[src/rtl/rx_pkg.sv]
// Shared types and sizing for the receive FIFO controller.
// Optional packet discard on error/overrun is enabled with RX_ERR_DISCARD_EN.
package rx_pkg;

    localparam int RX_FIFO_DEPTH = 8;
    localparam int RX_PTR_W      = 4;
    localparam int RX_DATA_W     = 8;
    localparam int RX_ADDR_W     = $clog2(RX_FIFO_DEPTH);

    typedef enum logic [1:0] {
        IDLE   = 2'd0,
        RCV    = 2'd1,
        COMMIT = 2'd2,
        DROP   = 2'd3
    } rx_state_e;

    // Pointers carry one extra wrap bit, so plain modulo-16 increment is enough.
    function automatic logic [RX_PTR_W-1:0] ptrInc(input logic [RX_PTR_W-1:0] ptr);
        return ptr + RX_PTR_W'(1);
    endfunction

endpackage

[src/rtl/rx_fifo_mem.sv]
// 8x8 register file backing the receive FIFO: synchronous write, asynchronous read.
// Storage is intentionally not reset; the pointers alone define what is valid.
module rx_fifo_mem
    import rx_pkg::*;
(
    input  logic                 clk_i,
    input  logic                 we_i,
    input  logic [RX_ADDR_W-1:0] waddr_i,
    input  logic [RX_DATA_W-1:0] wdata_i,
    input  logic [RX_ADDR_W-1:0] raddr_i,
    output logic [RX_DATA_W-1:0] rdata_o
);

    logic [RX_DATA_W-1:0] mem_q [RX_FIFO_DEPTH];

    // Capture an accepted byte at the write address on the rising edge.
    always_ff @(posedge clk_i) begin
        if (we_i) begin
            mem_q[waddr_i] <= wdata_i;
        end
    end

    assign rdata_o = mem_q[raddr_i];

endmodule

[src/rtl/rx_fifo_ctrl.sv]
// Receive FIFO controller: bytes of a packet are written speculatively and only
// become visible to the reader once the whole packet commits.
// Defining RX_ERR_DISCARD_EN rolls back packets that ended with an error or overrun.
module rx_fifo_ctrl
    import rx_pkg::*;
(
    input  logic                 clk,
    input  logic                 n_rst,
    input  logic                 rcving,
    input  logic                 w_enable,
    input  logic                 r_error,
    input  logic [RX_DATA_W-1:0] rcv_data,
    input  logic                 r_enable,
    output logic [RX_DATA_W-1:0] r_data,
    output logic                 empty,
    output logic                 full,
    output logic                 pkt_done,
    output logic                 pkt_drop,
    output logic                 overrun
);

    rx_state_e           state_q, state_d;
    logic [RX_PTR_W-1:0] wptr_q, wptr_d;
    logic [RX_PTR_W-1:0] cptr_q, cptr_d;
    logic [RX_PTR_W-1:0] rptr_q, rptr_d;
    logic                overrun_q, overrun_d;

    logic                fullInt;
    logic                emptyInt;
    logic                wrAccept;
    logic                wrLost;
    logic                popAccept;
    logic                dropReq;

    assign emptyInt  = (rptr_q == cptr_q);
    assign fullInt   = (wptr_q[RX_ADDR_W-1:0] == rptr_q[RX_ADDR_W-1:0]) &&
                       (wptr_q[RX_PTR_W-1] != rptr_q[RX_PTR_W-1]);
    assign wrAccept  = (state_q == RCV) && w_enable && !fullInt;
    assign wrLost    = (state_q == RCV) && w_enable && fullInt;
    assign popAccept = r_enable && !emptyInt;

`ifdef RX_ERR_DISCARD_EN
    assign dropReq = r_error | overrun_q | wrLost;
`else
    logic unusedErr;
    assign unusedErr = r_error;
    assign dropReq   = 1'b0;
`endif

    rx_fifo_mem u_mem (
        .clk_i   (clk),
        .we_i    (wrAccept),
        .waddr_i (wptr_q[RX_ADDR_W-1:0]),
        .wdata_i (rcv_data),
        .raddr_i (rptr_q[RX_ADDR_W-1:0]),
        .rdata_o (r_data)
    );

    // Packet state register, forced back to IDLE immediately on reset.
    always_ff @(posedge clk or negedge n_rst) begin
        if (!n_rst) begin
            state_q <= IDLE;
        end else begin
            state_q <= state_d;
        end
    end

    // Packet sequencing: receive, then one cycle of commit or rollback.
    always_comb begin
        state_d = state_q;
        case (state_q)
            IDLE:   if (rcving) state_d = RCV;
            RCV:    if (!rcving) state_d = dropReq ? DROP : COMMIT;
            COMMIT: state_d = rcving ? RCV : IDLE;
            DROP:   state_d = rcving ? RCV : IDLE;
            default: state_d = IDLE;
        endcase
    end

    // Packet outcome pulses follow directly from the current state.
    always_comb begin
        pkt_done = (state_q == COMMIT);
`ifdef RX_ERR_DISCARD_EN
        pkt_drop = (state_q == DROP);
`else
        pkt_drop = 1'b0;
`endif
    end

    // Next pointer and overrun values; a fresh packet starts with overrun clear.
    always_comb begin
        wptr_d    = wptr_q;
        cptr_d    = cptr_q;
        rptr_d    = rptr_q;
        overrun_d = overrun_q;
        if (wrAccept) begin
            wptr_d = ptrInc(wptr_q);
        end
        if (wrLost) begin
            overrun_d = 1'b1;
        end
        if (state_q == COMMIT) begin
            cptr_d = wptr_q;
        end
        if (state_q == DROP) begin
            wptr_d = cptr_q;
        end
        if (popAccept) begin
            rptr_d = ptrInc(rptr_q);
        end
        if ((state_q != RCV) && (state_d == RCV)) begin
            overrun_d = 1'b0;
        end
    end

    // Pointer and overrun registers; reset empties the FIFO including pending bytes.
    always_ff @(posedge clk or negedge n_rst) begin
        if (!n_rst) begin
            wptr_q    <= '0;
            cptr_q    <= '0;
            rptr_q    <= '0;
            overrun_q <= 1'b0;
        end else begin
            wptr_q    <= wptr_d;
            cptr_q    <= cptr_d;
            rptr_q    <= rptr_d;
            overrun_q <= overrun_d;
        end
    end

    assign empty   = emptyInt;
    assign full    = fullInt;
    assign overrun = overrun_q;

endmodule

[config.mk]
export PLATFORM = sky130hd
export DESIGN_NAME = rx_fifo_ctrl
export DESIGN_NICKNAME = d
export VERILOG_FILES = /design/src/rtl/rx_pkg.sv /design/src/rtl/rx_fifo_mem.sv /design/src/rtl/rx_fifo_ctrl.sv
export SDC_FILE = /design/constraint.sdc
export NUM_CORES = 1
export LEC_CHECK = 0
export CAP_MARGIN = 20
export CORE_MARGIN = 2
export CORE_UTILIZATION = 40
export DETAILED_ROUTE_END_ITERATION = 8
export SLEW_MARGIN = 20
export SYNTH_ARGS = -nofsm -noshare
export SYNTH_HDL_FRONTEND = slang
export SYNTH_SLANG_ARGS = --single-unit
[constraint.sdc]
create_clock -name clk -period 2.5 [get_ports clk]
set_input_delay 0.375 -clock clk [delete_from_list [all_inputs] [get_ports clk]]
set_output_delay 0.375 -clock clk [all_outputs]
set_load 0.005 [all_outputs]
==> impl_metrics.toml <==
[detailed_routing]
viasPerCell = 5.191
wl_per_cell_um = 19.34
ant_nets = 0
dr.pass1.iters = 4
wirelength_um = 6362
num_vias = 1708
drc = 0
drtIter0Drc = 88

[run]
maxCapViolCount = 0

[clock_tree]
htreeDepth = 3
insertion_delay_ps = 340
clockBufferDepth = 2
cts_sinks = 79
numCtsBuffers = 9
root_buffer = "clkbuf_8"
cts_tree = "yes"
clk_pin_slew_ps = 80
cts_hold_buf = 0
postCtsSetupRepairBufs = 0

[layout]
nNetsFinal = 239
multi_input_area_um2 = 899.6
register_area_um2 = 2298
area_delta_synth_final_pct = 20.29
antenna_cells = 0
fillers = 653
drive_gt1_share_pct = 28.19
final_cell_mix = "edfxtp_1, mux4_2, buf_4"
layout_commonest_cell = "edfxtp_1"
design_area_um2 = 3916

[sta]
setup-violations-final = 0
slew_headroom_pct = 50.50
fmax_ghz = 0.4155
layout_worst_path_cycle_share_pct = 96.27
layout_min_cycle_time_ps = 2407
finalMaxSlewViolations = 0
clock_skew_ps = 8.428
worst_pin_slew_ps = 740.2
setup_ws_ps = 93.34
hold_viol = 0

[yosys]
ys_warn_count = 0
seq_area_frac_synth_pct = 70.56
netlist_area_um2 = 3256
avgSynthCellArea_um2 = 18.29
synth_cell_type_count = 29
ys_seq_elements = 79
syn_inst = 178
syn-num-nets = 194

[placed_design]
hpwl_um = 4160
place_ws_ps = 205.0
placed_area_um2 = 3737
gp_congestion = 0.6973
portBuffers = 24

[power_and_ir_drop]
power-per-cell-area_nw_per_um2 = 1034
p_int_w = 0.002751
p_switching_w = 0.001300
pwr-share-clk_pct = 19.2
p_leak_nw = 1.400
power_frac_seq_pct = 43.7
vdd_drop_max_mv = 0.3667
comb_power_share_pct = 37.0
sw_frac_of_total_pct = 32.08

[critical_path]
cp.required_ps = 2120
rr_worst_depth = 6
worstPathArrival_ps = 2030
critical_path_class = "reg2out"
start_kind = "flip-flop"
end_kind = "output port"
critical_path_peak_fanout = 10

[status]
run_status = "finished, final reports clean"

[grt]
track_usage_pct = 15.62
antenna_found_initial = 0
grt-ovfl-total = 0
grt_first_pass_wirelength_um = 9894
grt_max_degree = 22
grt_pass1_vias = 1788

[die]
fp.dieH_um = 94.22
core_area_um2 = 7807
start_util_pct = 41.70
die_area_um2 = 8876
row_count = 32
die_w_um = 94.22
io-pin-count = 27

[worst_hold_path]
hp-class = "in2async"
[flip-flops by register name, summed over array words and instances, names as in the netlist]
signal	flops
u_mem.mem_q	64
state_q	2
rptr_q	4
cptr_q	4
wptr_q	4
overrun	1
[cell type report]
type	instances	area share [%]
sequential	79	58.69
multi-input combinational	85	22.97
timing repair buffer	43	10.67
clock buffer	10	3.259
tap	102	3.259
clock inverter	5	0.6709
inverter	5	0.4792
[synthesized netlist by cell type (all sizes together)]
cell type   n  area share (%)
xor2       10             2.7
nor3        2            0.31
a31oi       2            0.38
o21ai       2            0.31
nand2b      5            0.96
mux2       12             4.2
a21oi       3            0.46
nor4        2            0.38
o31ai       1            0.23
ha          2            0.77
xnor2       2            0.54
buf         6             1.1
conb        1            0.12
edfxtp     64              59
or4         1            0.23
mux2i       1            0.31
and3b       1            0.27
or3         1            0.19
inv         5            0.58
o41ai       2             1.7
nor2       13             1.5
dfrtp      15              12
nand2       3            0.35
or2         1            0.19
o22ai       1            0.19
mux4       16              11
clkbuf      3            0.35
nand3       1            0.15
[through the flow]
step           hold slack (ps)  utilization (%)  instances  setup TNS (ps)  total power (W)
3_3_place_gp             523.7            47.87        313               0         0.003269
2_1_floorplan            79.41                -        178               0         0.002727
3_5_place_dp             524.9            47.87        313               0         0.003333
6_report                 466.3            50.16        329               0         0.004050
5_1_grt                  514.4            50.16        329          -6.921         0.004298
4_1_cts                  460.9            49.79        328               0         0.004056
[path summary, 6_finish.rpt]
path                                start           endpoint  slack [ps]
worst max-delay path            rptr_q[0]               full          90
worst min-delay path                n_rst            overrun         470
worst max register to register  rptr_q[0]  u_mem.mem_q[4][3]         360
worst min register to register  rptr_q[3]          rptr_q[3]         540
max in group asynchronous           n_rst          rptr_q[0]        1520
min in group clk                   rcving         state_q[0]         520
[power by group through the flow]
| stage | logic (W) | registers, W | clock network (W) |
|---|---|---|---|
| after global placement | 0.00149 | 0.00178 | 0 |
| after detailed placement | 0.00154 | 0.00179 | 0 |
| after floorplan | 0.00101 | 0.00171 | 0 |
| after global routing | 0.00163 | 0.00179 | 0.000870 |
| final | 0.00150 | 0.00177 | 0.000779 |
| after CTS | 0.00149 | 0.00176 | 0.000801 |
[repair_timing]
| item | CTS | global route |
|---|---|---|
| gates resized for setup | 9 | 2 |
| endpoints found under the setup margin | 9 | 2 |
| pin swaps | 0 | 1 |
| cloned | 0 | 1 |
[critical path: stages, from the launching register on]
cell             delay [ps]
dfrtp_2                 450
clkbuf_16               190
xor2_1                  200
nor4_2                  270
clkdlybuf4s50_1         570
[logic make-up (layout without fill, tap and decap cells)]
logic type | count (synthesis) | after routing | share of synthesized area, %
flops | 79 | 79 | 70.56
buf+inv | 14 | 63 | 1.998
simple gates | 30 | 30 | 4.535
xor+xnor | 12 | 12 | 3.228
fa+ha+maj | 2 | 2 | 0.7685
other cells | 1 | 1 | 0.1152
compound gates | 11 | 11 | 3.267
mux | 29 | 29 | 15.53
[metal layers]
layer  up-vias  GRT usage [%]  part of all wire, %
met5         -              0                    0
met1       892          19.00                   42
met4         0          6.522                  1.4
li1        770              -                    -
met3         7          3.933                  4.0
met2        39          26.49                   53
No activity file was read; power rests on OpenSTA's default activity.
==> RTL change 1 (same settings) <==
Set the package constant `RX_DATA_W` to 9 (it was 8).
--- a/src/rtl/rx_pkg.sv
+++ b/src/rtl/rx_pkg.sv
@@ -4,7 +4,7 @@
 
     localparam int RX_FIFO_DEPTH = 8;
     localparam int RX_PTR_W      = 4;
-    localparam int RX_DATA_W     = 8;
+    localparam int RX_DATA_W     = 9;
     localparam int RX_ADDR_W     = $clog2(RX_FIFO_DEPTH);
 
     typedef enum logic [1:0] {
Ports: changed (resized r_data and rcv_data); port bits go from 27 to 29. The function was not compared with the original's and may differ.
==> RTL change 1 against the unedited design <==
- sequential cell count increased by 8
- synthesized cell count rose by 6.2%
- synthesized area is 8.6% higher
- wire length up 0.20%
- final area increased by 8.8%
- clock power rose by 17%
- critical path depth unchanged
- worst setup slack got worse by 6.3 ps
- power up 8.4%
- critical endpoint is now r_data[4]
- largest power group unchanged
- highest routed layer unchanged
==> RTL change 1: results (changes against the unedited design) <==
Sum of routed wire length over all layers: 6380 um (+0.20%)
Maximum buffer depth of the clock tree: 2 (unchanged)
Reported leakage power: 1.51 nW (+8.0%)
Vias in the first global route: 1,948 (+8.9%)
Antenna violations before repair: 0 (unchanged)
Largest net degree at the start of global routing: 24 (+9.1%)
Largest register FFs: 72 (+13%)
Overall global routing resource usage: 14.6% (-1.0 points)
Main area contributors after synthesis: sky130_fd_sc_hd__edfxtp_1, sky130_fd_sc_hd__mux4_2, sky130_fd_sc_hd__dfrtp_1
Share of final-layout standard cells stronger than drive strength 1: 27.7% (-0.51 points)
Share of the yosys chip area belonging to registers: 71.7% (+1.2 points)
Avg Cell Area, Syn: 18.7 um^2 (+2.3%)
Count of synthesis-stage warnings from yosys: 0 (unchanged)
Slew HR: 53.7% (+3.2 points)
Pre-antenna DRT Iters: 4 (unchanged)
Nets: 255 (+6.7%)
Clock input transition at the sequential cells of the worst setup and hold paths: 90 ps
Post-synth net total: 206 (+6.2%)
Sw Pwr: 0.00132 W (+1.5%)
CTS root buffer: sky130_fd_sc_hd__clkbuf_8
RePlAce Congestion: 0.767 (+10%)
Leading post-synthesis cells by instance count: sky130_fd_sc_hd__edfxtp_1, sky130_fd_sc_hd__mux4_2, sky130_fd_sc_hd__dfrtp_1
Run status: finished, final reports clean
Via count: 1,762 (+3.2%)
Worst Clk Skew: 16.7 ps (+8.27 ps)
VDD IR max: 0.312 mV (-15%)
Fraction of registers with async set/reset: 17.2% (-1.7 points)
# fillers: 749 (+15%)
Drt first-iter violations: 66 (-25%)
Critical path data arrival time: 2040 ps
HPWL reported at the end of detailed placement: 4210 um (+1.1%)
Synth unique cells: 31 (+6.9%)
Maximum fanout along the worst path: 23 (+13)
Instance area after placement: 4060 um^2 (+8.6%)
Via density per instance: 5.03 (-3.0%)
Wire length of the first global-routing pass: 10,400 um (+5.2%)
Reg-to-reg slack, setup: 370 ps
ANT cells: 0 (unchanged)
H-Tree Depth: 3 (unchanged)
Insertion delay to the later sink of the worst-skew pair: 360 ps (+20 ps)
Finish-stage setup viols: 0 (unchanged)
EDFF count, synth: 72 (+13%)
Most frequently used flop master after synthesis: sky130_fd_sc_hd__edfxtp_1
IO Port Bufs: 26 (+8.3%)
Classification of the worst-slack hold path: in -> async
Number of buffers created by CTS: 9 (unchanged)
Largest reg by FF count: u_mem.mem_q
Placed Cells: 335 (+7.0%)
-- RTL change 1: cell families (layout without fill, tap and decap cells) --
kind of cell / count (synthesis) / count (layout) / synth area share [%]
flops: 87 / 87 / 71.7
xor+xnor: 12 / 12 / 2.97
simple gates: 30 / 30 / 4.17
other cells: 1 / 1 / 0.106
mux: 32 / 32 / 15.9
buf+inv: 14 / 67 / 1.73
compound gates: 11 / 11 / 2.69
fa+ha+maj: 2 / 2 / 0.707
-- RTL change 1: what timing repair did --
action                                  CTS  global route
gates resized for setup                  10            12
setup buffers                             0             0
pin swaps                                 0             0
endpoints found under the setup margin   10            10
-- RTL change 1: worst paths after layout --
check	cells past startpoint	to	start
min in group clk	1	state_q[0]	rcving
max in group asynchronous	1	wptr_q[1]	n_rst
hold reg to reg	1	rptr_q[3]	rptr_q[3]
hold / removal	1	overrun	n_rst
setup reg to reg	6	u_mem.mem_q[4][6]	rptr_q[0]
setup / recovery	4	r_data[4]	rptr_q[0]
-- RTL change 1: stage by stage --
stage	hold WS [ps]	total power (W)	setup WS [ps]	util [%]
after global routing	469	0.00466	-20.0	49.3
final	427	0.00439	87.1	49.3
after CTS	452	0.00440	53.3	49.0
after global placement	513	0.00353	252	47.0
after detailed placement	523	0.00356	224	47.0
after floorplan	79.4	0.00292	204	-
-- RTL change 1: worst max-delay path, cell delays in order (launching register included) --
cell	delay, ps
sky130_fd_sc_hd__dfrtp_1	380
sky130_fd_sc_hd__buf_12	220
sky130_fd_sc_hd__mux4_2	530
sky130_fd_sc_hd__mux2_2	270
sky130_fd_sc_hd__dlygate4sd2_1	260
-- RTL change 1: cell type report --
| type | count | area, um^2 | area share [%] |
|---|---|---|---|
| sequential | 87 | 2540 | 59.6 |
| clock buffer | 11 | 131 | 3.08 |
| multi-input combinational | 88 | 960 | 22.5 |
| tap | 108 | 135 | 3.17 |
| inverter | 5 | 18.8 | 0.441 |
| timing repair buffer | 47 | 430 | 10.1 |
| clock inverter | 4 | 46.3 | 1.09 |
-- RTL change 1: power groups by stage --
stage               Combinational (W)  Sequential (W)  Clock, W
finish                        0.00157         0.00190  0.000913
floorplan                     0.00104         0.00188         0
detailed placement            0.00162         0.00194         0
CTS                           0.00155         0.00191  0.000934
global placement              0.00160         0.00193         0
global route                  0.00173         0.00193  0.000994
-- RTL change 1: per-layer routing --
layer | part of all wire, % | GRT usage (%) | vias to the layer above
li1 | - | - | 834
met1 | 46 | 19.5 | 888
met2 | 48 | 23.4 | 27
met3 | 3.0 | 3.01 | 13
met4 | 2.1 | 6.09 | 0
met5 | 0 | 0 | -
==> RTL change 2 (same settings) <==
Without the edit above. Make the reset (`n_rst`) synchronous in 2 clocked blocks. Comments in the files are not updated.
--- a/src/rtl/rx_fifo_ctrl.sv
+++ b/src/rtl/rx_fifo_ctrl.sv
@@ -57,7 +57,7 @@
     );
 
     // Packet state register, forced back to IDLE immediately on reset.
-    always_ff @(posedge clk or negedge n_rst) begin
+    always_ff @(posedge clk) begin
         if (!n_rst) begin
             state_q <= IDLE;
         end else begin
@@ -114,7 +114,7 @@
     end
 
     // Pointer and overrun registers; reset empties the FIFO including pending bytes.
-    always_ff @(posedge clk or negedge n_rst) begin
+    always_ff @(posedge clk) begin
         if (!n_rst) begin
             wptr_q    <= '0;
             cptr_q    <= '0;
Behaviour: differs if n_rst is asserted again (counterexample within 4 cycles, from zero or initial values and one cycle with n_rst low); with n_rst held inactive, the same outputs for 10 cycles.
==> RTL change 2 against the unedited design <==
- sequential cell count is 3 higher
- worst setup slack better by 6.9 ps
- final area is 4.3% higher
- wire length fell by 6.8%
- non-clock buffer count increased by 6
- cell count rose by 7.3%
- synthesized area rose by 2.2%
- highest routed layer unchanged
Power is not compared: it rests on default switching activity, and its combinational part moved more than twofold at a synthesized area within 25%.
==> RTL change 2: results (changes against the unedited design) <==
# fillers: 667 (+2.1%)
Count of cells along the worst register-to-register path: 5 (-1)
Synth unique cells: 38 (+31%)
Via density per instance: 4.98 (-4.1%)
Instance area after placement: 3760 um^2 (+0.70%)
Per-cell routed wire length: 16.8 um (-13%)
Nets: 259 (+8.4%)
Main area contributors after synthesis: sky130_fd_sc_hd__edfxtp_1, sky130_fd_sc_hd__dfxtp_1, sky130_fd_sc_hd__mux4_2
Mux contribution to synthesized area: 15.3% (-0.19 points)
Share of the yosys chip area belonging to registers: 68.6% (-2.0 points)
Area fraction in compound gates after synthesis: 3.80% (+0.53 points)
Share of the synthesized netlist area taken by xor and xnor gates: 2.37% (-0.86 points)
Fraction of registers with async set/reset: 0% (-19 points)
Drt first-iter violations: 49 (-44%)
Largest net degree at the start of global routing: 17 (-23%)
Wire length of the first global-routing pass: 9360 um (-5.4%)
Post-synth net total: 209 (+7.7%)
Run status: finished, final reports clean
Top-area cell type share of the netlist area: 57.7% (-1.3 points)
Critical path's slowest cell: sky130_fd_sc_hd__mux4_2
Met2 routed WL: 2830 um (-16%)
Overall global routing resource usage: 14.6% (-1.0 points)
HPWL reported at the end of detailed placement: 3700 um (-11%)
Maximum fanout along the worst path: 6 (-4)
Area used by multi-input combinational logic: 987 um^2 (+9.7%)
RTL change 2: cell families (layout without fill, tap and decap cells):
group,Yosys count,after routing
flip-flops,82,82
AND/OR/NAND/NOR,41,41
multiplexers,30,30
AO/OA/AOI/OAI,15,15
buffers and inverters,13,68
XOR/XNOR,9,9
adder cells (fa/ha/maj),2,2
other,1,1
RTL change 2: power by group through the flow:
stage	sequential [W]	combinational (W)	clock, W
floorplan	0.00151	0.0000452	0
global placement	0.00151	0.0000945	0
detailed placement	0.00151	0.0000963	0
CTS	0.00148	0.0000966	0.00101
global route	0.00148	0.000107	0.00107
finish	0.00148	0.0000979	0.000985
RTL change 2: through the flow:
stage	total power, W	setup WS, ps	std cells
final	0.00256	100	353
after global routing	0.00266	24.7	353
after CTS	0.00259	2.09	344
after detailed placement	0.00161	287	326
after global placement	0.00161	293	326
after floorplan	0.00156	359	193
RTL change 2: worst paths after layout:
kind / start / end / slack [ps]
worst max-delay path: flip-flop / r_data[0] / 100
worst min-delay path: overrun / overrun / 490
worst max register to register: wptr_q[0] / u_mem.mem_q[0][4] / 550
worst min register to register: overrun / overrun / 490
RTL change 2: layer usage:
metal  vias to the layer above  track usage [%]
li1                        843                -
met1                       881             19.6
met2                        27             22.3
met3                         7             3.79
met4                         0             6.88
met5                         -                0
RTL change 2: what timing repair did:
item | in CTS | in global routing
buffers inserted | 1 | 9
hold buffers | 0 | 0
endpoints found under the setup margin | 8 | 5
resized for setup | 8 | 4
gates cloned | 1 | 0
RTL change 2: cell type report:
type | instances | area share (%)
Sequential cell | 82 | 56.0
Tap cell | 105 | 3.22
Multi-Input combinational cell | 98 | 24.2
Timing Repair Buffer | 49 | 11.3
Clock buffer | 9 | 3.03
Clock inverter | 7 | 2.05
Inverter | 3 | 0.276
